--- config.mk ---
export PLATFORM = sky130hd
export DESIGN_NAME = mem_arbiter
export DESIGN_NICKNAME = d
export VERILOG_FILES = /design/src/rtl/mem_arbiter.sv
export SDC_FILE = /design/constraint.sdc
export NUM_CORES = 1
export LEC_CHECK = 0
export ABC_CLOCK_PERIOD_IN_PS = 2750
export CAP_MARGIN = 20
export CORE_ASPECT_RATIO = 0.75
export CORE_MARGIN = 10
export CORE_UTILIZATION = 23
export CTS_BUF_LIST = sky130_fd_sc_hd__clkbuf_4
export CTS_CLUSTER_SIZE = 40
export DETAILED_ROUTE_END_ITERATION = 10
export SYNTH_ARGS = -nofsm -noshare
export SYNTH_HDL_FRONTEND = slang
export SYNTH_SLANG_ARGS = --single-unit
--- constraint.sdc ---
create_clock -name clk -period 2.75 [get_ports clk]
set_clock_uncertainty 0.1 [all_clocks]
set_input_delay 0.55 -clock clk [delete_from_list [all_inputs] [get_ports clk]]
set_output_delay 0.55 -clock clk [all_outputs]
set_load 0.02 [all_outputs]
--- src/rtl/mem_arbiter.sv ---
// mem_arbiter: shares one single-ported, variable-latency memory between the
// instruction-fetch port and the data port. Data wins conflicts, but a streak
// counter forces a fetch grant after MAX_DM_STREAK back-to-back data grants
// while fetch is waiting.
module mem_arbiter #(
    parameter int unsigned DATA_WIDTH    = 32,
    parameter int unsigned ADDR_WIDTH    = 32,
    parameter int unsigned MAX_DM_STREAK = 4
) (
    input  logic                      clk,
    input  logic                      rst,
    input  logic                      if_req,
    input  logic [ADDR_WIDTH-1:0]     if_addr,
    output logic [DATA_WIDTH-1:0]     if_rdata,
    output logic                      if_valid,
    input  logic                      dm_req,
    input  logic                      dm_we,
    input  logic [ADDR_WIDTH-1:0]     dm_addr,
    input  logic [DATA_WIDTH-1:0]     dm_wdata,
    input  logic [DATA_WIDTH/8-1:0]   dm_wstrb,
    output logic [DATA_WIDTH-1:0]     dm_rdata,
    output logic                      dm_valid,
    output logic                      mem_req,
    output logic                      mem_we,
    output logic [ADDR_WIDTH-1:0]     mem_addr,
    output logic [DATA_WIDTH-1:0]     mem_wdata,
    output logic [DATA_WIDTH/8-1:0]   mem_wstrb,
    input  logic [DATA_WIDTH-1:0]     mem_rdata,
    input  logic                      mem_ready,
    output logic                      busy
);

    localparam int unsigned STRB_W   = DATA_WIDTH / 8;
    localparam int unsigned STREAK_W = $clog2(MAX_DM_STREAK + 1);
    localparam logic [STREAK_W-1:0] STREAK_MAX = STREAK_W'(MAX_DM_STREAK);

    typedef enum logic [1:0] {
        ST_IDLE = 2'd0,
        ST_BUSY = 2'd1,
        ST_RESP = 2'd2
    } state_t;

    state_t                r_state;
    state_t                w_state_nxt;
    logic                  w_grant_dm;
    logic                  w_grant_if;
    logic                  w_complete;

    logic                  r_owner_dm;
    logic [STREAK_W-1:0]   r_streak;
    logic                  r_mem_req;
    logic                  r_mem_we;
    logic [ADDR_WIDTH-1:0] r_mem_addr;
    logic [DATA_WIDTH-1:0] r_mem_wdata;
    logic [STRB_W-1:0]     r_mem_wstrb;
    logic [DATA_WIDTH-1:0] r_if_rdata;
    logic [DATA_WIDTH-1:0] r_dm_rdata;
    logic                  r_if_valid;
    logic                  r_dm_valid;

    assign mem_req   = r_mem_req;
    assign mem_we    = r_mem_we;
    assign mem_addr  = r_mem_addr;
    assign mem_wdata = r_mem_wdata;
    assign mem_wstrb = r_mem_wstrb;
    assign if_rdata  = r_if_rdata;
    assign dm_rdata  = r_dm_rdata;
    assign if_valid  = r_if_valid;
    assign dm_valid  = r_dm_valid;
    assign busy      = (r_state != ST_IDLE);

    // State register
    always_ff @(posedge clk) begin
        if (rst) begin
            r_state <= ST_IDLE;
        end else begin
            r_state <= w_state_nxt;
        end
    end

    // Next state, grant decision and memory-completion decode
    always_comb begin
        w_state_nxt = r_state;
        w_grant_dm  = 1'b0;
        w_grant_if  = 1'b0;
        w_complete  = 1'b0;
        case (r_state)
            ST_IDLE: begin
                // Data wins unless fetch has waited through a full streak
                w_grant_dm = dm_req && !(if_req && (r_streak == STREAK_MAX));
                w_grant_if = if_req && !w_grant_dm;
                if (w_grant_dm || w_grant_if) begin
                    w_state_nxt = ST_BUSY;
                end
            end
            ST_BUSY: begin
                if (mem_ready) begin
                    w_complete  = 1'b1;
                    w_state_nxt = ST_RESP;
                end
            end
            ST_RESP: begin
                w_state_nxt = ST_IDLE;
            end
            default: begin
                w_state_nxt = ST_IDLE;
            end
        endcase
    end

    // Memory request registers: loaded on grant, held through BUSY
    always_ff @(posedge clk) begin
        if (rst) begin
            r_mem_req   <= 1'b0;
            r_mem_we    <= 1'b0;
            r_mem_addr  <= '0;
            r_mem_wdata <= '0;
            r_mem_wstrb <= '0;
            r_owner_dm  <= 1'b0;
        end else if (w_grant_dm) begin
            r_mem_req   <= 1'b1;
            r_mem_we    <= dm_we;
            r_mem_addr  <= dm_addr;
            r_mem_wdata <= dm_wdata;
            r_mem_wstrb <= dm_we ? dm_wstrb : '0;
            r_owner_dm  <= 1'b1;
        end else if (w_grant_if) begin
            r_mem_req   <= 1'b1;
            r_mem_we    <= 1'b0;
            r_mem_addr  <= if_addr;
            r_mem_wdata <= '0;
            r_mem_wstrb <= '0;
            r_owner_dm  <= 1'b0;
        end else if (w_complete) begin
            r_mem_req   <= 1'b0;
        end
    end

    // Response capture into the owner's rdata and one-cycle valid pulse
    always_ff @(posedge clk) begin
        if (rst) begin
            r_if_rdata <= '0;
            r_dm_rdata <= '0;
            r_if_valid <= 1'b0;
            r_dm_valid <= 1'b0;
        end else begin
            r_if_valid <= w_complete && !r_owner_dm;
            r_dm_valid <= w_complete && r_owner_dm;
            if (w_complete && r_owner_dm) begin
                r_dm_rdata <= mem_rdata;
            end
            if (w_complete && !r_owner_dm) begin
                r_if_rdata <= mem_rdata;
            end
        end
    end

    // Consecutive data grants while fetch waits; saturating
    always_ff @(posedge clk) begin
        if (rst) begin
            r_streak <= '0;
        end else if (w_grant_dm) begin
            if (!if_req) begin
                r_streak <= '0;
            end else if (r_streak != STREAK_MAX) begin
                r_streak <= r_streak + STREAK_W'(1);
            end
        end else if (w_grant_if) begin
            r_streak <= '0;
        end
    end

endmodule

== Word-level counts from Yosys, hierarchy flattened ==
Index checks and enable logic that the tools add are counted.

* Logic and storage cells: 58
* Bits in registers: 142
* Bits of input ports: 138
* Output and inout port bits: 137

* Equal/unequal tests: 6
* Reduce and logical (&&, ||, !) cells: 15
* Add/subtract/negate cells: 1
* Multiplexer cells: 24

{| class="wikitable"
|+ Operator list
! kind !! number
|-
| $mux 32 || 4
|-
| $mux 3 || 4
|-
| $mux 4 || 3
|-
| $mux 1 || 10
|-
| $logic_and 1x1->1 || 5
|-
| $mux 2 || 2
|-
| $ne 2x2->1 const B || 2
|-
| $pmux 2 s2 || 1
|-
| $reduce_and 2->1 || 2
|-
| $reduce_bool 2->1 || 2
|-
| $add 3x1->3 const B || 1
|-
| $eq 3x3->1 const B || 1
|-
| $logic_not 1->1 || 3
|-
| $ne 3x2->1 const B || 1
|-
| $ne 3x3->1 const B || 1
|-
| $reduce_bool 3->1 || 1
|-
| $eq 2x1->1 const B || 1
|-
| $logic_not 2->1 || 1
|-
| $logic_or 1x1->1 || 1
|}

== Depth between registers and ports, before layout ==
Gate-level depths: netlist of the first run.

* Word-level depth: 9
* Depth in mapped cells: 6

== Worst setup path before layout of the first run ==
No wires, ideal clock.

* Path kind: input port to flip-flop
* Start point: input dm_req
* End point: register r_mem_addr[11], in the netlist mem_addr[11]
* Setup time: 133 ps
* Slack: 1187 ps
* Required time: 2517 ps
* Stages: 4
* Arrival: 1330 ps
* Cells stage by stage: or3b_4 > clkbuf_2 > o21ai_0 > a311oi_1

* Longest elaborated chain between the ends: 5
* Elaborated cells on any way between the ends: 7
* Classes of those cells: 3 x mux; 4 x reduce/logical

{| class="wikitable"
|+ Ends and longest elaborated chain
! element !! line !! RTL
|-
| start, declared || 16 || <nowiki>input logic dm_req,</nowiki>
|-
| $logic_and 1x1->1 (*) || 90 || <nowiki>w_grant_dm = dm_req && !(if_req && (r_streak == STREAK_MAX));</nowiki>
|-
| $logic_not 1->1 || 91 || <nowiki>w_grant_if = if_req && !w_grant_dm;</nowiki>
|-
| $logic_and 1x1->1 || 91 ||
|-
| $mux 1 || 87 || <nowiki>case (r_state)</nowiki>
|-
| $reduce_bool 2->1 (no source line) || - ||
|-
| end signal, assigned || 123 || <nowiki>r_mem_addr <= dm_addr;</nowiki>
|-
| end signal, assigned || 130 || <nowiki>r_mem_addr <= if_addr;</nowiki>
|-
| end, declared || 53 || <nowiki>logic [ADDR_WIDTH-1:0] r_mem_addr;</nowiki>
|}

Every way passes the cells marked *; elsewhere a longest branch is shown, timed or not.
A chain may end at the register's enable or synchronous reset.

== Final worst setup path of the first run ==
* Start point: register r_state[1]
* End point: output busy

* Longest elaborated chain between the ends: 1

{| class="wikitable"
|+ Ends and longest elaborated chain
! element !! line !! RTL
|-
| start, declared || 43 || <nowiki>state_t r_state;</nowiki>
|-
| start signal, assigned || 77 || <nowiki>r_state <= w_state_nxt;</nowiki>
|-
| $reduce_bool 2->1 || 70 || <nowiki>assign busy = (r_state != ST_IDLE);</nowiki>
|-
| end, declared || 30 || <nowiki>output logic busy</nowiki>
|}

No other way between the ends.

==> flow_metrics.tcl, run 1 <==
set metrics [dict create \
    ys.warnings.count 0 \
    fillCellCount 2491 \
    ios 275 \
    met2_length_mm 10.17 \
    p_total_mw 4.533 \
    cts_tree "built" \
    finalSetupTns_ns 0 \
    fp.dieH_um 155.1 \
    vias 5976 \
    hpwl_mm 15.78 \
    fmaxAchievable_mhz 418.7 \
    seq_area_um2 2843 \
    syn_inst 684 \
    maxCapViolations 0 \
    post-route-util_pct 36.91 \
    fin_area_um2 8847 \
    viasPerCell 4.706 \
    worstPathRequired_ns 2.10 \
    final_cell_mix "clkdlybuf4s50_1, dfxtp_1, a21oi_1" \
    yosysSeqAreaShare_pct 50.77 \
    synth_ff_type "dfxtp_1" \
    dp.cells 1238 \
    grt_pass1_vias 5818 \
    avgSynthCellArea_um2 8.186 \
    area_delta_synth_final_pct 58.01 \
    syn_nets 824 \
    maxSlewHeadroom_pct 49.34 \
    max-vdd-ir-drop_mv 0.2226 \
    p_leak_nw 2.967 \
    hold_depth 2 \
    place_ws_ns 0.2556 \
    drive_gt1_share_pct 6.290 \
    avgRoutedWirePerCell_um 17.75 \
    end_kind "output port" \
    crit_type "reg2out" \
    grt_start_max_net_pins 70 \
    numCtsBuffers 17 \
    wirelength_mm 22.55 \
    portBuffers 274 \
    finalCritPeriodShare_pct 86.85 \
    drtAntennaViolNets 0 \
    finalMaxSlewViolations 0 \
    ctsHtreeMaxLevel 4 \
    drt-met1-wl_mm 9.919 \
    ctsResizeCount 0 \
    synth-edff-count 0 \
    startpoint "r_state[1]$_SDFFE_PP0P_" \
    tightest_slew_ns 0.7591 \
    highest_layer "met4" \
    yosysTopAreaCell "dfxtp_1" \
    cts_sinks 142 \
    synth.top_cell.area_share_pct 50.77 \
    worstHoldStart "if_rdata[8]$_SDFFE_PP0P_" \
    path_clk_slew_ns 0.13 \
    worstSetupStartpointType "flop" \
    initial_utilization_pct 23.36 \
    clock-root-buffer "clkbuf_4" \
    hold_viol 0 \
    final_cells 1270 \
    firstDrtPassIters 4 \
    multiInputGateArea_um2 2405 \
    gp_congestion 0.7629 \
    grt_pass1_wl_mm 34.62 \
    r2r_cells 5 \
    critical_path_arrival_ns 1.74 \
    min_period_ns 2.388 \
    die-area_um2 31050 \
    drc_errors 0 \
    nets 1066 \
    fin_ws_ns 0.3617 \
    clockBufferDepth 2 \
    synth_cell_type_count 35 \
    post_dp_cell_area_um2 8613 \
    status "finished clean" \
    core_um2 23970 \
    rsz0062_at_grt "false" \
    power_density_nw_per_um2 512.3 \
    min-delay-path-class "reg2reg" \
    grt-ovfl-total 0 \
    syn_area_um2 5599 \
    layout_commonest_cell "clkdlybuf4s50_1" \
    ctsHoldBuffers 0 \
    ys_ff_latch 142 \
    async_flop_share_pct 0 \
    die_w_um 200.2 \
    setup-violations-final 0 \
    track_usage_pct 13.87 \
    clock_latency_ns 0.54 \
    synth_area_leaders "dfxtp_1, a21oi_1, nand2_1" \
    hold-worst-slack_ns 0.3601 \
    met3WireLength_mm 2.232 \
    postCtsSetupRepairBufs 0 \
    placementRows 49 \
    reg2reg_from "r_state[1]$_SDFFE_PP0P_" \
    antenna_found_initial 1 \
    worstPathMaxFanout 4 \
    drtIter0Drc 326 \
]
## per-layer routing
metal / up-vias / global-route usage, %
li1: 2896 / -
met5: - / 0
met1: 2842 / 17.08
met2: 223 / 20.89
met3: 15 / 6.889
met4: 0 / 3.987
## worst max-delay path, cell delays in order (launching register included)
cell	delay, ns
dfxtp_1	0.40
nor2_4	0.06
inv_2	0.11
clkdlybuf4s50_1	0.64
## power by group
part	internal, mW	switching, mW	total [mW]
combinational	0.514	0.542	1.06
sequential	2.18	0.0703	2.25
clock	0.467	0.759	1.23
total	3.16	1.37	4.53
## kinds of logic (layout without fill, tap and decap cells)
logic type                 Yosys count  after routing  synth area share, %
AOI/OAI and AO/OA                  245            245                24.09
and+or+nand+nor                    221            221                17.86
DFF                                142            142                50.77
buffers and inverters               74            328                6.838
adders and majority gates            2              2               0.4469
other                                0              1                    0
## state kept, by name, summed over array words and instances (netlist names)
signal	flops
dm_valid	1
r_owner_dm	1
dm_rdata	32
mem_wstrb	4
r_streak	3
mem_we	1
if_rdata	32
mem_wdata	32
mem_req	1
if_valid	1
mem_addr	32
r_state	2
## worst paths after layout
path / endpoint / slack (ns)
setup / recovery: busy / 0.36
hold / removal: if_rdata[8]$_SDFFE_PP0P_ / 0.36
setup reg to reg: mem_addr[22]$_SDFFE_PP0P_ / 0.89
hold reg to reg: if_rdata[8]$_SDFFE_PP0P_ / 0.36
## Yosys cell counts (4+ instances only)
| master | instances |
|---|---|
| nand4_1 | 6 |
| buf_2 | 27 |
| dfxtp_1 | 142 |
| a311oi_1 | 32 |
| nand2_1 | 131 |
| a21oi_1 | 139 |
| o21ai_0 | 69 |
| clkbuf_1 | 31 |
| o21ai_1 | 4 |
| nand3_1 | 66 |
## final cells by class
cell class | instances | area share (%)
timing repair buffer | 294 | 33.23
sequential | 142 | 32.13
multi-input combinational | 468 | 27.18
tap | 331 | 4.681
clock buffer | 21 | 1.782
clock inverter | 10 | 0.8344
inverter | 3 | 0.1273
antenna | 1 | 0.02828
Power figures use the tool's default switching activity.
==> run 2, diff against run 1 <==
GPL_ROUTABILITY_DRIVEN = 0   (was default)
==> results of run 2 <==
Same layout as run 1: the final DEF is identical, and so are final timing and power.
==> run 3, diff against run 2 <==
CORE_UTILIZATION = 45   (was 23)
PLACE_DENSITY = 0.88   (was default)
==> run 3 against run 2 <==
Global-route usage rose by 8.5 points. Cell area fell by 1.7%. Clock power rose by 13%. Worst setup slack got worse by 0.16 ns. Critical path type unchanged.
==> flow_metrics.tcl, run 3 (synthesized netlist as in run 1, its figures left out) <==
set metrics [dict create \
    worstPathRequired_ns 2.10 \
    finalSetupTns_ns 0 \
    fmaxAchievable_mhz 392.4 \
    maxSlewHeadroom_pct 63.58 \
    grt_pass1_wl_mm 30.98 \
    fin_area_um2 8698 \
    cts_sinks 142 \
    nets 1062 \
    numCtsBuffers 17 \
    avgRoutedWirePerCell_um 18.74 \
    grt-ovfl-total 0 \
    n_antenna_cell 0 \
    rsz0062_at_grt "false" \
    clock-root-buffer "clkbuf_4" \
    hpwl_mm 14.53 \
    core_um2 12220 \
    portBuffers 274 \
    firstDrtPassIters 5 \
    ios 275 \
    end_kind "output port" \
    critical_path_arrival_ns 1.90 \
    max-vdd-ir-drop_mv 0.4189 \
    initial_utilization_pct 45.83 \
    worstSetupStartpointType "flop" \
    layout_commonest_cell "clkdlybuf4s50_1" \
    die_w_um 148.8 \
    r2r_cells 6 \
    crit_chain "nor2_4, inv_2, clkdlybuf4s50_1" \
    p_total_mw 4.689 \
    path_clk_slew_ns 0.11 \
    drive_gt1_share_pct 5.989 \
    crit_path_max_incr_delay_ns 0.65 \
    area_delta_synth_final_pct 55.35 \
    die-area_um2 17350 \
    crit_type "reg2out" \
    critPathSlowestCell "clkdlybuf4s50_1" \
    worstPathMaxFanout 9 \
    cts_tree "built" \
    finalCritPeriodShare_pct 92.67 \
    post_dp_cell_area_um2 8402 \
    drtAntennaViolNets 0 \
    antenna_found_initial 0 \
    postCtsSetupRepairBufs 0 \
    maxCapViolations 0 \
    clockBufferDepth 2 \
    power_density_nw_per_um2 539.1 \
    min-delay-path-class "reg2reg" \
    setup-violations-final 0 \
    ctsResizeCount 0 \
    min_period_ns 2.548 \
    clock_latency_ns 0.48 \
    drc_errors 0 \
    track_usage_pct 22.38 \
    fp.dieH_um 116.6 \
    wirelength_mm 20.63 \
    final_cell_mix "clkdlybuf4s50_1, dfxtp_1, a21oi_1" \
    worst-path-stages 3 \
    finalMaxSlewViolations 0 \
    p_leak_nw 2.970 \
    hold-worst-slack_ns 0.3585 \
    hold_viol 0 \
    status "finished clean" \
    ctsHtreeMaxLevel 4 \
    dp.cells 1069 \
    hold_depth 2 \
    final_cells 1101 \
    grt_start_max_net_pins 54 \
    vias 5984 \
    ctsHoldBuffers 0 \
    cpLargestDelayFamily "buffers and inverters" \
    fillCellCount 925 \
    placementRows 35 \
    tightest_slew_ns 0.5463 \
    drtIter0Drc 459 \
    grt_pass1_vias 5694 \
    cp_num_buf_inv 2 \
    viasPerCell 5.435 \
]
run 3: cell types whose count changed in the layout (fill, tap and decap cells not counted), sizes merged:
cell,before,now
clkbuf,21,17
inv,3,5
buf,21,17
diode,1,0
clkinv,8,7
bufinv,1,3
clkinvlp,1,3
run 3: final timing paths:
path                                   from                         to  slack (ns)
hold reg to reg   if_rdata[16]$_SDFFE_PP0P_  if_rdata[16]$_SDFFE_PP0P_        0.36
hold / removal    if_rdata[16]$_SDFFE_PP0P_  if_rdata[16]$_SDFFE_PP0P_        0.36
setup reg to reg    r_state[1]$_SDFFE_PP0P_  mem_addr[12]$_SDFFE_PP0P_        0.84
setup / recovery    r_state[1]$_SDFFE_PP0P_                       busy        0.20
run 3: worst min-delay path, cell delays in order, from the launching register on:
cell     delay [ns]
dfxtp_1        0.32
nand2_1        0.05
a21oi_1        0.05
run 3: power breakdown:
part,switching [mW],internal (mW)
sequential,0.0701,2.18
clock,0.767,0.627
combinational,0.531,0.514
total,1.37,3.32
run 3: per-layer routing:
metal  share of wire (%)  track usage (%)  up-vias
li1                    -                -     2893
met1                  38            25.37     2789
met2                  49            37.11      288
met3                  13            10.88       14
met4                 1.2            5.936        0
met5                   0                0        -
run 3: final cells by class:
| cell class | instances | area, um2 | area share, % |
|---|---|---|---|
| inverter | 3 | 11.26 | 0.1295 |
| clock inverter | 15 | 168.9 | 1.942 |
| sequential | 142 | 2843 | 32.68 |
| multi-input combinational | 468 | 2405 | 27.65 |
| tap | 166 | 207.7 | 2.388 |
| clock buffer | 17 | 127.6 | 1.467 |
| timing repair buffer | 290 | 2935 | 33.75 |
run 3: through the flow:
stage,util (%),setup slack [ns]
3_3_place_gp,68.77,0.5420
5_1_grt,71.19,0.04942
6_report,71.19,0.2016
4_1_cts,71.19,0.1281
3_5_place_dp,68.77,0.4607
2_1_floorplan,-,1.187
